===== src/rtl/cache_fill_arbiter_pkg.sv =====
// Shared types and default sizing for the cache fill arbiter slice.
// State and owner encodings live here so the top and any future users agree.
package cache_fill_arbiter_pkg;

  localparam int WORDS_DEF       = 8;
  localparam int MEM_LATENCY_DEF = 4;
  localparam int WORD_IDX_W      = $clog2(WORDS_DEF);

  typedef enum logic [1:0] {
    IDLE,
    WRITE,
    FILL,
    DONE
  } state_t;

  typedef enum logic {
    OWN_I,
    OWN_D
  } owner_t;

endpackage


===== src/rtl/cache_fill_arbiter_word_counter.sv =====
// Word index counter with synchronous clear, count enable and terminal count.
// Wraps naturally at WIDTH bits, so terminal count means index WORDS-1.
module fill_word_counter
  import cache_fill_arbiter_pkg::*;
#(
  parameter int WIDTH = WORD_IDX_W
) (
  input  logic             clk,
  input  logic             rst,
  input  logic             clear,
  input  logic             enable,
  output logic [WIDTH-1:0] count,
  output logic             tc
);

  always_ff @(posedge clk) begin
    if (rst || clear) begin
      count <= '0;
    end else if (enable) begin
      count <= count + 1'b1;
    end
  end

  assign tc = (count == {WIDTH{1'b1}});

endmodule


===== src/rtl/cache_fill_arbiter.sv =====
// Arbitrates I/D cache block fills and D-cache write-through stores onto one
// shared memory port; fill data is streamed combinationally into the owning cache.
module cache_fill_arbiter
  import cache_fill_arbiter_pkg::*;
#(
  parameter int ADDR_W      = 16,
  parameter int DATA_W      = 16,
  parameter int WORDS       = WORDS_DEF,
  parameter int MEM_LATENCY = MEM_LATENCY_DEF
) (
  input  logic                     clk,
  input  logic                     rst,
  input  logic                     i_miss,
  input  logic [ADDR_W-1:0]        i_miss_addr,
  input  logic                     d_miss,
  input  logic [ADDR_W-1:0]        d_miss_addr,
  input  logic                     d_wr_req,
  input  logic [ADDR_W-1:0]        d_wr_addr,
  input  logic [DATA_W-1:0]        d_wr_data,
  output logic                     d_wr_ack,
  output logic [DATA_W-1:0]        fill_data,
  output logic [$clog2(WORDS)-1:0] fill_word,
  output logic                     i_fill_we,
  output logic                     d_fill_we,
  output logic                     i_fill_done,
  output logic                     d_fill_done,
  output logic [ADDR_W-1:0]        mem_addr,
  output logic [DATA_W-1:0]        mem_data_out,
  output logic                     mem_enable,
  output logic                     mem_wr,
  input  logic [DATA_W-1:0]        mem_data_in,
  input  logic                     mem_data_valid,
  output logic                     busy
);

  localparam int IDX_W = $clog2(WORDS);
  localparam int OFF_W = IDX_W + 1;
  localparam logic [ADDR_W-1:0] BASE_MASK = {ADDR_W{1'b1}} << OFF_W;

  if ((WORDS < 2) || ((WORDS & (WORDS - 1)) != 0)) begin : g_bad_words
    $error("cache_fill_arbiter: WORDS must be a power of two >= 2");
  end
  if (MEM_LATENCY < 1) begin : g_bad_latency
    $error("cache_fill_arbiter: MEM_LATENCY must be at least 1");
  end

  state_t            state;
  owner_t            owner;
  logic [ADDR_W-1:0] base;
  logic [IDX_W-1:0]  issue_cnt;
  logic [IDX_W-1:0]  recv_cnt;
  logic              issue_tc;
  logic              recv_tc;
  logic              clear_cnt;
  logic              issue_en;
  logic              fill_active;

  assign clear_cnt   = (state != FILL);
  assign issue_en    = (state == FILL) && mem_enable;
  assign fill_active = (state == FILL) && mem_data_valid;

  fill_word_counter #(.WIDTH(IDX_W)) u_issue_cnt (
    .clk    (clk),
    .rst    (rst),
    .clear  (clear_cnt),
    .enable (issue_en),
    .count  (issue_cnt),
    .tc     (issue_tc)
  );

  fill_word_counter #(.WIDTH(IDX_W)) u_recv_cnt (
    .clk    (clk),
    .rst    (rst),
    .clear  (clear_cnt),
    .enable (fill_active),
    .count  (recv_cnt),
    .tc     (recv_tc)
  );

  // Returned words bypass the FSM so each valid lands in the cache the same cycle.
  assign fill_data = fill_active ? mem_data_in : '0;
  assign fill_word = recv_cnt;
  assign i_fill_we = fill_active && (owner == OWN_I);
  assign d_fill_we = fill_active && (owner == OWN_D);

  always_ff @(posedge clk) begin
    if (rst) begin
      state        <= IDLE;
      owner        <= OWN_I;
      base         <= '0;
      mem_enable   <= 1'b0;
      mem_wr       <= 1'b0;
      mem_addr     <= '0;
      mem_data_out <= '0;
      d_wr_ack     <= 1'b0;
      i_fill_done  <= 1'b0;
      d_fill_done  <= 1'b0;
      busy         <= 1'b0;
    end else begin
      d_wr_ack    <= 1'b0;
      i_fill_done <= 1'b0;
      d_fill_done <= 1'b0;
      case (state)
        IDLE: begin
          mem_enable <= 1'b0;
          mem_wr     <= 1'b0;
          if (d_wr_req) begin
            state        <= WRITE;
            busy         <= 1'b1;
            mem_enable   <= 1'b1;
            mem_wr       <= 1'b1;
            mem_addr     <= d_wr_addr;
            mem_data_out <= d_wr_data;
            d_wr_ack     <= 1'b1;
          end else if (d_miss) begin
            state      <= FILL;
            owner      <= OWN_D;
            busy       <= 1'b1;
            base       <= d_miss_addr & BASE_MASK;
            mem_enable <= 1'b1;
            mem_addr   <= d_miss_addr & BASE_MASK;
          end else if (i_miss) begin
            state      <= FILL;
            owner      <= OWN_I;
            busy       <= 1'b1;
            base       <= i_miss_addr & BASE_MASK;
            mem_enable <= 1'b1;
            mem_addr   <= i_miss_addr & BASE_MASK;
          end
        end
        WRITE: begin
          state      <= IDLE;
          busy       <= 1'b0;
          mem_enable <= 1'b0;
          mem_wr     <= 1'b0;
        end
        FILL: begin
          // mem_addr is prepared one word ahead since the port outputs are registered.
          if (mem_enable) begin
            if (issue_tc) begin
              mem_enable <= 1'b0;
            end else begin
              mem_addr <= base + ADDR_W'({issue_cnt + 1'b1, 1'b0});
            end
          end
          if (fill_active && recv_tc) begin
            state <= DONE;
            if (owner == OWN_I) begin
              i_fill_done <= 1'b1;
            end else begin
              d_fill_done <= 1'b1;
            end
          end
        end
        DONE: begin
          state <= IDLE;
          busy  <= 1'b0;
        end
        default: begin
          state <= IDLE;
          busy  <= 1'b0;
        end
      endcase
    end
  end

endmodule


===== config.mk =====
export PLATFORM = sky130hd
export DESIGN_NAME = cache_fill_arbiter
export DESIGN_NICKNAME = d
export VERILOG_FILES = /design/src/rtl/cache_fill_arbiter_pkg.sv /design/src/rtl/cache_fill_arbiter_word_counter.sv /design/src/rtl/cache_fill_arbiter.sv
export SDC_FILE = /design/constraint.sdc
export NUM_CORES = 1
export LEC_CHECK = 0
export BUFFER_PORTS_ARGS = -buffer_cell sky130_fd_sc_hd__buf_2
export CORE_UTILIZATION = 50
export CTS_CLUSTER_SIZE = 10
export DETAILED_ROUTE_END_ITERATION = 8
export GPL_ROUTABILITY_DRIVEN = 1
export PLACE_DENSITY = 0.86
export SKIP_LAST_GASP = 1
export SLEW_MARGIN = 20
export SYNTH_ARGS = -nofsm -noshare
export SYNTH_HDL_FRONTEND = slang
export SYNTH_SLANG_ARGS = --single-unit

===== constraint.sdc =====
create_clock -name clk -period 5.76 [get_ports clk]
set_input_delay 1.152 -clock clk [delete_from_list [all_inputs] [get_ports clk]]
set_output_delay 1.152 -clock clk [all_outputs]
set_load 0.05 [all_outputs]

==> flow_summary.json, run 1 <==
{
  "cts.sinks": 59,
  "final_util_pct": 67.3,
  "fmax_mhz": 311,
  "yosys_warnings": 0,
  "cts_resized": 0,
  "grt_pass1_wl_um": 12600,
  "setup_slack_ns": 2.54,
  "cts_setup_buffers": 0,
  "via_per_inst": 5.52,
  "cp_max_fo": 21,
  "whs_ns": 0.453,
  "cts.hold.buffers_added": 0,
  "irDropWorstVdd_mv": 0.195,
  "synth_fa_ha_area_share_pct": 4.16,
  "grt_remaining_overflow": 0,
  "ys_ff_latch": 59,
  "rsz0062_at_grt": "no",
  "cts-htree-levels": 3,
  "end_kind": "output pin",
  "finClkSkew_ns": 0.0115,
  "yosysUniqueCellTypes": 36,
  "dr.pass1.iters": 4,
  "vias": 3017,
  "cts_made_buffers": 9,
  "critPathArrivalTime_ns": 2.07,
  "startpoint_type": "flip-flop",
  "grt_pass1_vias": 2726,
  "clockBufferDepth": 2,
  "p_leak_nw": 1.84,
  "clk_latency_ns": 0.34,
  "p_total_mw": 1.38,
  "status": "completed",
  "tns_ns": 0,
  "syn_area_um2": 3010,
  "n_antenna_cell": 0,
  "ant_nets": 0,
  "coreArea_um2": 5640,
  "drc": 0,
  "placed_area_um2": 3640,
  "place_ws_ns": 2.60,
  "final_hold_viol_count": 0,
  "placed_cells": 531,
  "initialDrtViolationCount": 193,
  "relSlewSlack_pct": 39.0,
  "slew_viol_final": 0,
  "portBuffers": 136,
  "drv_cap": 0,
  "cts_root_buf": "clkbuf_8",
  "chipWidth_um": 79.6,
  "wire_per_inst_um": 14.5,
  "timing.final.crit_period_ns": 3.22,
  "syn_avg_cell_area_um2": 8.55,
  "nets": 566,
  "hp-class": "flip-flop to flip-flop",
  "die_area_um2": 6330,
  "yosys.area_share.simple_pct": 26.7,
  "grt_max_degree": 47,
  "std_cell_rows": 27,
  "routed_wirelength_um": 7940,
  "dp_hpwl_um": 5630,
  "fin_cells": 547,
  "grt_usage_pct": 25.8,
  "drive_gt1_share_pct": 38.3,
  "initial_utilization_pct": 53.3,
  "antenna_found_initial": 0,
  "fin_crit_sh_pct": 55.9,
  "synth_xor_area_share_pct": 0.582,
  "cts_tree": "yes",
  "synth_top_family_by_area": "simple AND/OR/NAND/NOR gates",
  "synth_mux_area_share_pct": 10.1,
  "ys_seq_area_share_pct": 39.3,
  "synth_compound_area_share_pct": 13.8,
  "crit_required_ns": 4.61,
  "path_class": "flip-flop to output pin",
  "finalSetupViolations": 0,
  "final_cell_area_um2": 3800,
  "io_pins": 145,
  "syn2layout_area_growth_pct": 26.2,
  "worst_pin_slew_ns": 0.913,
  "gp_congestion": 0.790,
  "synth_cells": 352,
  "syn_nets": 448,
  "path_clk_slew_ns": 0.06,
  "p_per_area_nw_per_um2": 362,
  "die_h_um": 79.6
}
==> flip-flops by register name (all words and copies together), names as in the netlist, 2 cells and up <==
name,count
base,12
mem_addr,16
mem_data_out,16
state,2
u_issue_cnt.count,3
u_recv_cnt.count,3
==> cell type report <==
| cell class | count | area [um^2] |
|---|---|---|
| timing repair buffer | 137 | 688 |
| sequential | 59 | 1180 |
| fill | 476 | 1840 |
| clock inverter | 3 | 15.0 |
| clock buffer | 13 | 139 |
| tap | 72 | 90.1 |
| inverter | 6 | 22.5 |
| multi-input combinational | 257 | 1660 |
==> worst max-delay path: stages, from the launching register on <==
cell and delay [ns]:
dfxtp_1 0.32, inv_1 0.15, ha_1 0.57, nand2_1 0.27
nor2_1 0.14, buf_2 0.27
==> cell families (layout without fill, tap and decap cells) <==
group	after synthesis	after routing
mux	28	28
xor+xnor	2	2
compound gates	62	62
fa+ha+maj	10	10
flops	59	59
buf+inv	36	159
simple gates	155	155
==> metal layers <==
metal | up-vias | share of wire, % | GRT usage [%]
met4 | 0 | 2.3 | 12.5
li1 | 1478 | - | -
met1 | 1406 | 41 | 31.7
met2 | 112 | 51 | 42.1
met3 | 21 | 6.2 | 5.94
met5 | - | 0 | 0
==> synth_stat cells <==
cell,number,area [um^2]
or2_2,2,12.5
mux2i_1,12,120
nand3b_1,2,15.0
o2111ai_1,8,70.1
o21ai_2,1,8.76
nand2_1,51,191
mux2_2,15,169
buf_6,2,22.5
nor2_1,16,60.1
nand3_1,5,25.0
mux2_4,1,15.0
and3b_1,3,26.3
or4b_4,1,13.8
ha_1,10,125
and3_1,16,100
nor4b_1,1,8.76
buf_2,3,15.0
inv_1,6,22.5
nor2b_1,6,37.5
o21ai_0,5,25.0
a222oi_1,4,40.0
buf_8,1,15.0
nand4b_1,1,8.76
clkbuf_1,21,78.8
and2_1,1,6.26
or4_1,1,7.51
dfxtp_1,59,1180
a2111oi_2,4,60.1
a21oi_1,39,195
xor2_1,1,8.76
or3b_2,8,70.1
buf_1,3,11.3
xnor2_1,1,8.76
nor3_1,30,150
nand2b_1,11,68.8
o21a_4,1,15.0
==> worst paths after layout <==
| check | endpoint | slack, ns | cells past startpoint | from |
|---|---|---|---|---|
| max | i_fill_we | 2.54 | 5 | state[0]$_SDFFE_PP0P_ |
| max reg2reg | state[0]$_SDFFE_PP0P_ | 3.46 | 6 | state[0]$_SDFFE_PP0P_ |
| min reg2reg | mem_data_out[4]$_SDFFE_PP0P_ | 0.45 | 2 | mem_data_out[4]$_SDFFE_PP0P_ |
| min | mem_data_out[4]$_SDFFE_PP0P_ | 0.45 | 2 | mem_data_out[4]$_SDFFE_PP0P_ |
==> cell usage in the layout, fill, tap and decap left out, drive strengths merged, types with 2 or more instances in the layout <==
cell,count
mux2,16
dfxtp,59
a21oi,39
nand3b,2
or2,2
buf,137
nand2b,11
mux2i,12
nand3,5
clkinv,3
or3b,8
o21ai,6
inv,6
and3,16
o2111ai,8
ha,10
nor3,30
nor2b,6
and3b,3
clkbuf,13
nand2,51
a222oi,4
a2111oi,4
nor2,16
==> report_power, final <==
| group | switching (mW) | internal (mW) | leakage [nW] |
|---|---|---|---|
| clock network | 0.153 | 0.154 | 0.0812 |
| logic | 0.384 | 0.176 | 1.28 |
| registers | 0.0369 | 0.471 | 0.485 |
| total | 0.574 | 0.802 | 1.84 |
Note: power is estimated with default switching activity, not from simulation.
==> inputs of run 2 (changes only) <==
CORE_UTILIZATION = 42   (was 50)
PLACE_DENSITY = 0.77   (was 0.86)
clock period = 2.81 ns   (was 5.76 ns; I/O delays follow)
==> flow_summary.json, run 2 (synthesized netlist as in run 1, its figures left out) <==
{
  "status": "completed",
  "path_clk_slew_ns": 0.06,
  "chipWidth_um": 86.6,
  "mostFrequentLayoutCell": "buf_2",
  "die_h_um": 86.6,
  "critPathArrivalTime_ns": 1.95,
  "dp_hpwl_um": 5520,
  "slew_viol_final": 0,
  "cts_resized": 0,
  "worst_pin_slew_ns": 0.827,
  "top_regs": "mem_addr: 16 flops, mem_data_out: 16 flops, base: 12 flops",
  "dr.pass1.iters": 4,
  "irDropWorstVdd_mv": 0.225,
  "cts_tree": "yes",
  "cts_root_buf": "clkbuf_8",
  "initialDrtViolationCount": 151,
  "critical_path.slowest_cell": "ha_1",
  "clockBufferDepth": 2,
  "finalSetupViolations": 0,
  "finClkSkew_ns": 0.0112,
  "cts_setup_buffers": 0,
  "clk_latency_ns": 0.34,
  "routed_wirelength_um": 7750,
  "drive_gt1_share_pct": 39.0,
  "gp_congestion": 0.758,
  "cp_max_fo": 19,
  "rsz0062_at_grt": "no",
  "via_per_inst": 5.12,
  "crit_required_ns": 2.25,
  "crit_buf_inv": 2,
  "cpPeakStageDelay_ns": 0.49,
  "fin_crit_sh_pct": 89.4,
  "cts-htree-levels": 3,
  "p_per_area_nw_per_um2": 736,
  "drc": 0,
  "io_pins": 145,
  "grt_pass1_wl_um": 12300,
  "grt_remaining_overflow": 0,
  "initial_utilization_pct": 43.8,
  "cts.hold.buffers_added": 0,
  "final_cell_mix": "buf_2 (136), dfxtp_1 (59), nand2_1 (51)",
  "nets": 569,
  "p_leak_nw": 1.86,
  "cts.sinks": 59,
  "path_class": "flip-flop to output pin",
  "die_area_um2": 7510,
  "startpoint_type": "flip-flop",
  "worstPathCellList": "inv_1 > ha_1 > nand2_1 > nor2_1 > buf_2",
  "final_hold_viol_count": 0,
  "grt_usage_pct": 20.9,
  "std_cell_rows": 30,
  "tns_ns": 0,
  "timing.final.crit_period_ns": 2.51,
  "syn2layout_area_growth_pct": 28.2,
  "n_antenna_cell": 0,
  "portBuffers": 136,
  "coreArea_um2": 6870,
  "grt_max_degree": 46,
  "relSlewSlack_pct": 44.9,
  "wire_per_inst_um": 13.5,
  "ant_nets": 0,
  "drv_cap": 0,
  "p_total_mw": 2.84,
  "grt_pass1_vias": 2764,
  "critical_path.top_delay_family": "adder cells",
  "hp-class": "flip-flop to flip-flop",
  "fmax_mhz": 398,
  "vias": 2935,
  "antenna_found_initial": 0,
  "end_kind": "output pin",
  "cts_made_buffers": 9
}
## run 2: changes by cell type in the layout (fill, tap and decap cells not counted), sizes merged
cell / change
clkbuf: -1
buf: +3
## run 2: final cells by class
type	count	area, um^2
multi-input combinational	257	1660
clock buffer	12	145
inverter	6	22.5
clock inverter	3	15.0
sequential	59	1180
timing repair buffer	140	711
fill	656	3010
tap	96	120
## run 2: stage by stage
step	area [um^2]	worst slack (ns)	utilization [%]	instances	hold WS (ns)
4_1_cts	3860	0.274	56.2	573	0.448
2_1_floorplan	3010	0.366	-	352	0.438
3_5_place_dp	3700	0.506	53.8	558	0.445
3_3_place_gp	3700	0.534	53.8	558	0.439
6_report	3860	0.297	56.2	573	0.453
5_1_grt	3860	0.111	56.2	573	0.457
## run 2: tightest hold or removal path, cell delays in order, from the launching register on
cell and delay [ns]:
dfxtp_1 0.31, nand2_1 0.05, a21oi_1 0.05
## run 2: per-layer routing
| metal | global-route usage (%) | wire (um) | up-vias |
|---|---|---|---|
| li1 | - | - | 1481 |
| met1 | 24.0 | 3330 | 1353 |
| met2 | 37.1 | 3850 | 93 |
| met3 | 6.19 | 474 | 8 |
| met4 | 7.12 | 91 | 0 |
| met5 | 0 | 0 | - |
## run 2: worst paths after layout
path / depth (start not counted) / from / slack (ns) / end
setup / recovery: 5 / state[0]$_SDFFE_PP0P_ / 0.30 / i_fill_we
hold / removal: 2 / mem_data_out[9]$_SDFFE_PP0P_ / 0.45 / mem_data_out[9]$_SDFFE_PP0P_
setup reg to reg: 6 / state[0]$_SDFFE_PP0P_ / 0.58 / state[0]$_SDFFE_PP0P_
hold reg to reg: 2 / mem_data_out[9]$_SDFFE_PP0P_ / 0.45 / mem_data_out[9]$_SDFFE_PP0P_
## run 2: power breakdown
part,switching (mW),total (mW),internal (mW)
clock,0.311,0.645,0.335
sequential,0.0764,1.04,0.966
combinational,0.786,1.15,0.366
==> inputs of run 3 (changes only) <==
REMOVE_ABC_BUFFERS = 1   (was unset)
==> flow_summary.json, run 3 (synthesized netlist as in run 1, its figures left out) <==
{
  "via_per_inst": 5.22,
  "tns_ns": 0,
  "p_switching_mw": 1.21,
  "critical_path.top_delay_family": "adder cells",
  "path_class": "flip-flop to output pin",
  "routed_wirelength_um": 7690,
  "crit_required_ns": 2.25,
  "cp_max_fo": 20,
  "cts_setup_buffers": 0,
  "grt_remaining_overflow": 0,
  "cts.sinks": 59,
  "antenna_found_initial": 0,
  "die_area_um2": 7510,
  "syn2layout_area_growth_pct": 29.8,
  "die_h_um": 86.6,
  "p_leak_nw": 1.88,
  "vias": 3000,
  "grt_pass1_vias": 2777,
  "dp_hpwl_um": 5460,
  "worstPathCellList": "inv_1 > ha_1 > nand2_1 > nor2_1 > buf_2",
  "finalSetupViolations": 0,
  "top_regs": "mem_addr: 16 flops, mem_data_out: 16 flops, base: 12 flops",
  "critPathArrivalTime_ns": 1.97,
  "worst_pin_slew_ns": 0.971,
  "seqPwrFrac_pct": 34.8,
  "cts-htree-levels": 3,
  "end_kind": "output pin",
  "cts.hold.buffers_added": 0,
  "std_cell_rows": 30,
  "status": "completed",
  "final_cell_mix": "buf_2 (136), dfxtp_1 (59), nand2_1 (51)",
  "grt_pass1_wl_um": 12600,
  "rsz0062_at_grt": "no",
  "grt_max_degree": 46,
  "nets": 570,
  "cts_root_buf": "clkbuf_8",
  "power.share.clock_pct": 26.4,
  "drv_cap": 0,
  "chipWidth_um": 86.6,
  "hp-class": "primary input to flip-flop",
  "p_per_area_nw_per_um2": 762,
  "cts_made_buffers": 9,
  "wire_per_inst_um": 13.4,
  "switching_share_pct": 40.7,
  "final_util_pct": 56.9,
  "initialDrtViolationCount": 134,
  "irDropWorstVdd_mv": 0.336,
  "timing.final.crit_period_ns": 2.53,
  "fmax_mhz": 395,
  "critical_path.slowest_cell": "ha_1",
  "crit_buf_inv": 2,
  "ant_nets": 0,
  "startpoint_type": "flip-flop",
  "slew_viol_final": 0,
  "p_int_mw": 1.77,
  "path_clk_slew_ns": 0.07,
  "fin_crit_sh_pct": 90.0,
  "combPwrFrac_pct": 38.9,
  "finClkSkew_ns": 0.00745,
  "dr.pass1.iters": 4,
  "mostFrequentLayoutCell": "buf_2",
  "n_antenna_cell": 0,
  "cpPeakStageDelay_ns": 0.51,
  "initial_utilization_pct": 43.8,
  "relSlewSlack_pct": 35.2,
  "drc": 0,
  "grt_usage_pct": 21.2,
  "coreArea_um2": 6870,
  "clk_latency_ns": 0.34,
  "cts_tree": "yes",
  "cts_resized": 0,
  "gp_congestion": 0.783,
  "clockBufferDepth": 2,
  "io_pins": 145,
  "drive_gt1_share_pct": 39.7,
  "portBuffers": 136,
  "final_hold_viol_count": 0
}
-- run 3: through the flow --
stage | instance area (um^2) | setup slack (ns) | total power, mW | hold WS [ns] | instances
final | 3910 | 0.281 | 2.98 | 0.448 | 575
after global routing | 3910 | 0.0751 | 3.14 | 0.434 | 575
after CTS | 3910 | 0.235 | 3.00 | 0.435 | 575
after detailed placement | 3700 | 0.521 | 2.22 | 0.443 | 559
after global placement | 3700 | 0.651 | 2.19 | 0.439 | 559
after floorplan | 2870 | 0.00206 | 1.90 | 0.438 | 322
-- run 3: final timing paths --
path              cells past startpoint  slack, ns                       endpoint                          from
setup / recovery                      5       0.28                      i_fill_we         state[0]$_SDFFE_PP0P_
hold / removal                        3       0.45  mem_data_out[13]$_SDFFE_PP0P_                 d_wr_data[13]
setup reg to reg                      6       0.52      mem_addr[14]$_SDFFE_PP0P_         state[0]$_SDFFE_PP0P_
hold reg to reg                       2       0.45   mem_data_out[5]$_SDFFE_PP0P_  mem_data_out[5]$_SDFFE_PP0P_
-- run 3: worst reg2reg max path: stages, from the launching register on --
cell and delay [ns]:
dfxtp_1 0.33, inv_1 0.15, ha_1 0.51, buf_4 0.42
nor2b_1 0.17, a222oi_1 0.45, a2111oi_2 0.13
-- run 3: layout make-up --
type,count,area (um^2)
Sequential cell,59,1180
Timing Repair Buffer,141,718
Fill cell,660,2960
Clock buffer,10,138
Clock inverter,6,63.8
Tap cell,96,120
Inverter,6,22.5
Multi-Input combinational cell,257,1660
-- run 3: metal layers --
layer	GRT usage [%]	vias to the layer above	share of wire, %
met3	3.81	9	7.1
li1	-	1485	-
met1	26.5	1382	43
met5	0	-	0
met2	36.3	124	48
met4	8.03	0	1.1
-- run 3: power groups by stage --
| stage | Clock [mW] | Sequential (mW) | Combinational [mW] |
|---|---|---|---|
| CTS | 0.802 | 1.04 | 1.16 |
| global route | 0.842 | 1.05 | 1.24 |
| finish | 0.785 | 1.04 | 1.16 |
| global placement | 0 | 1.05 | 1.14 |
| detailed placement | 0 | 1.05 | 1.16 |
| floorplan | 0 | 1.38 | 0.526 |
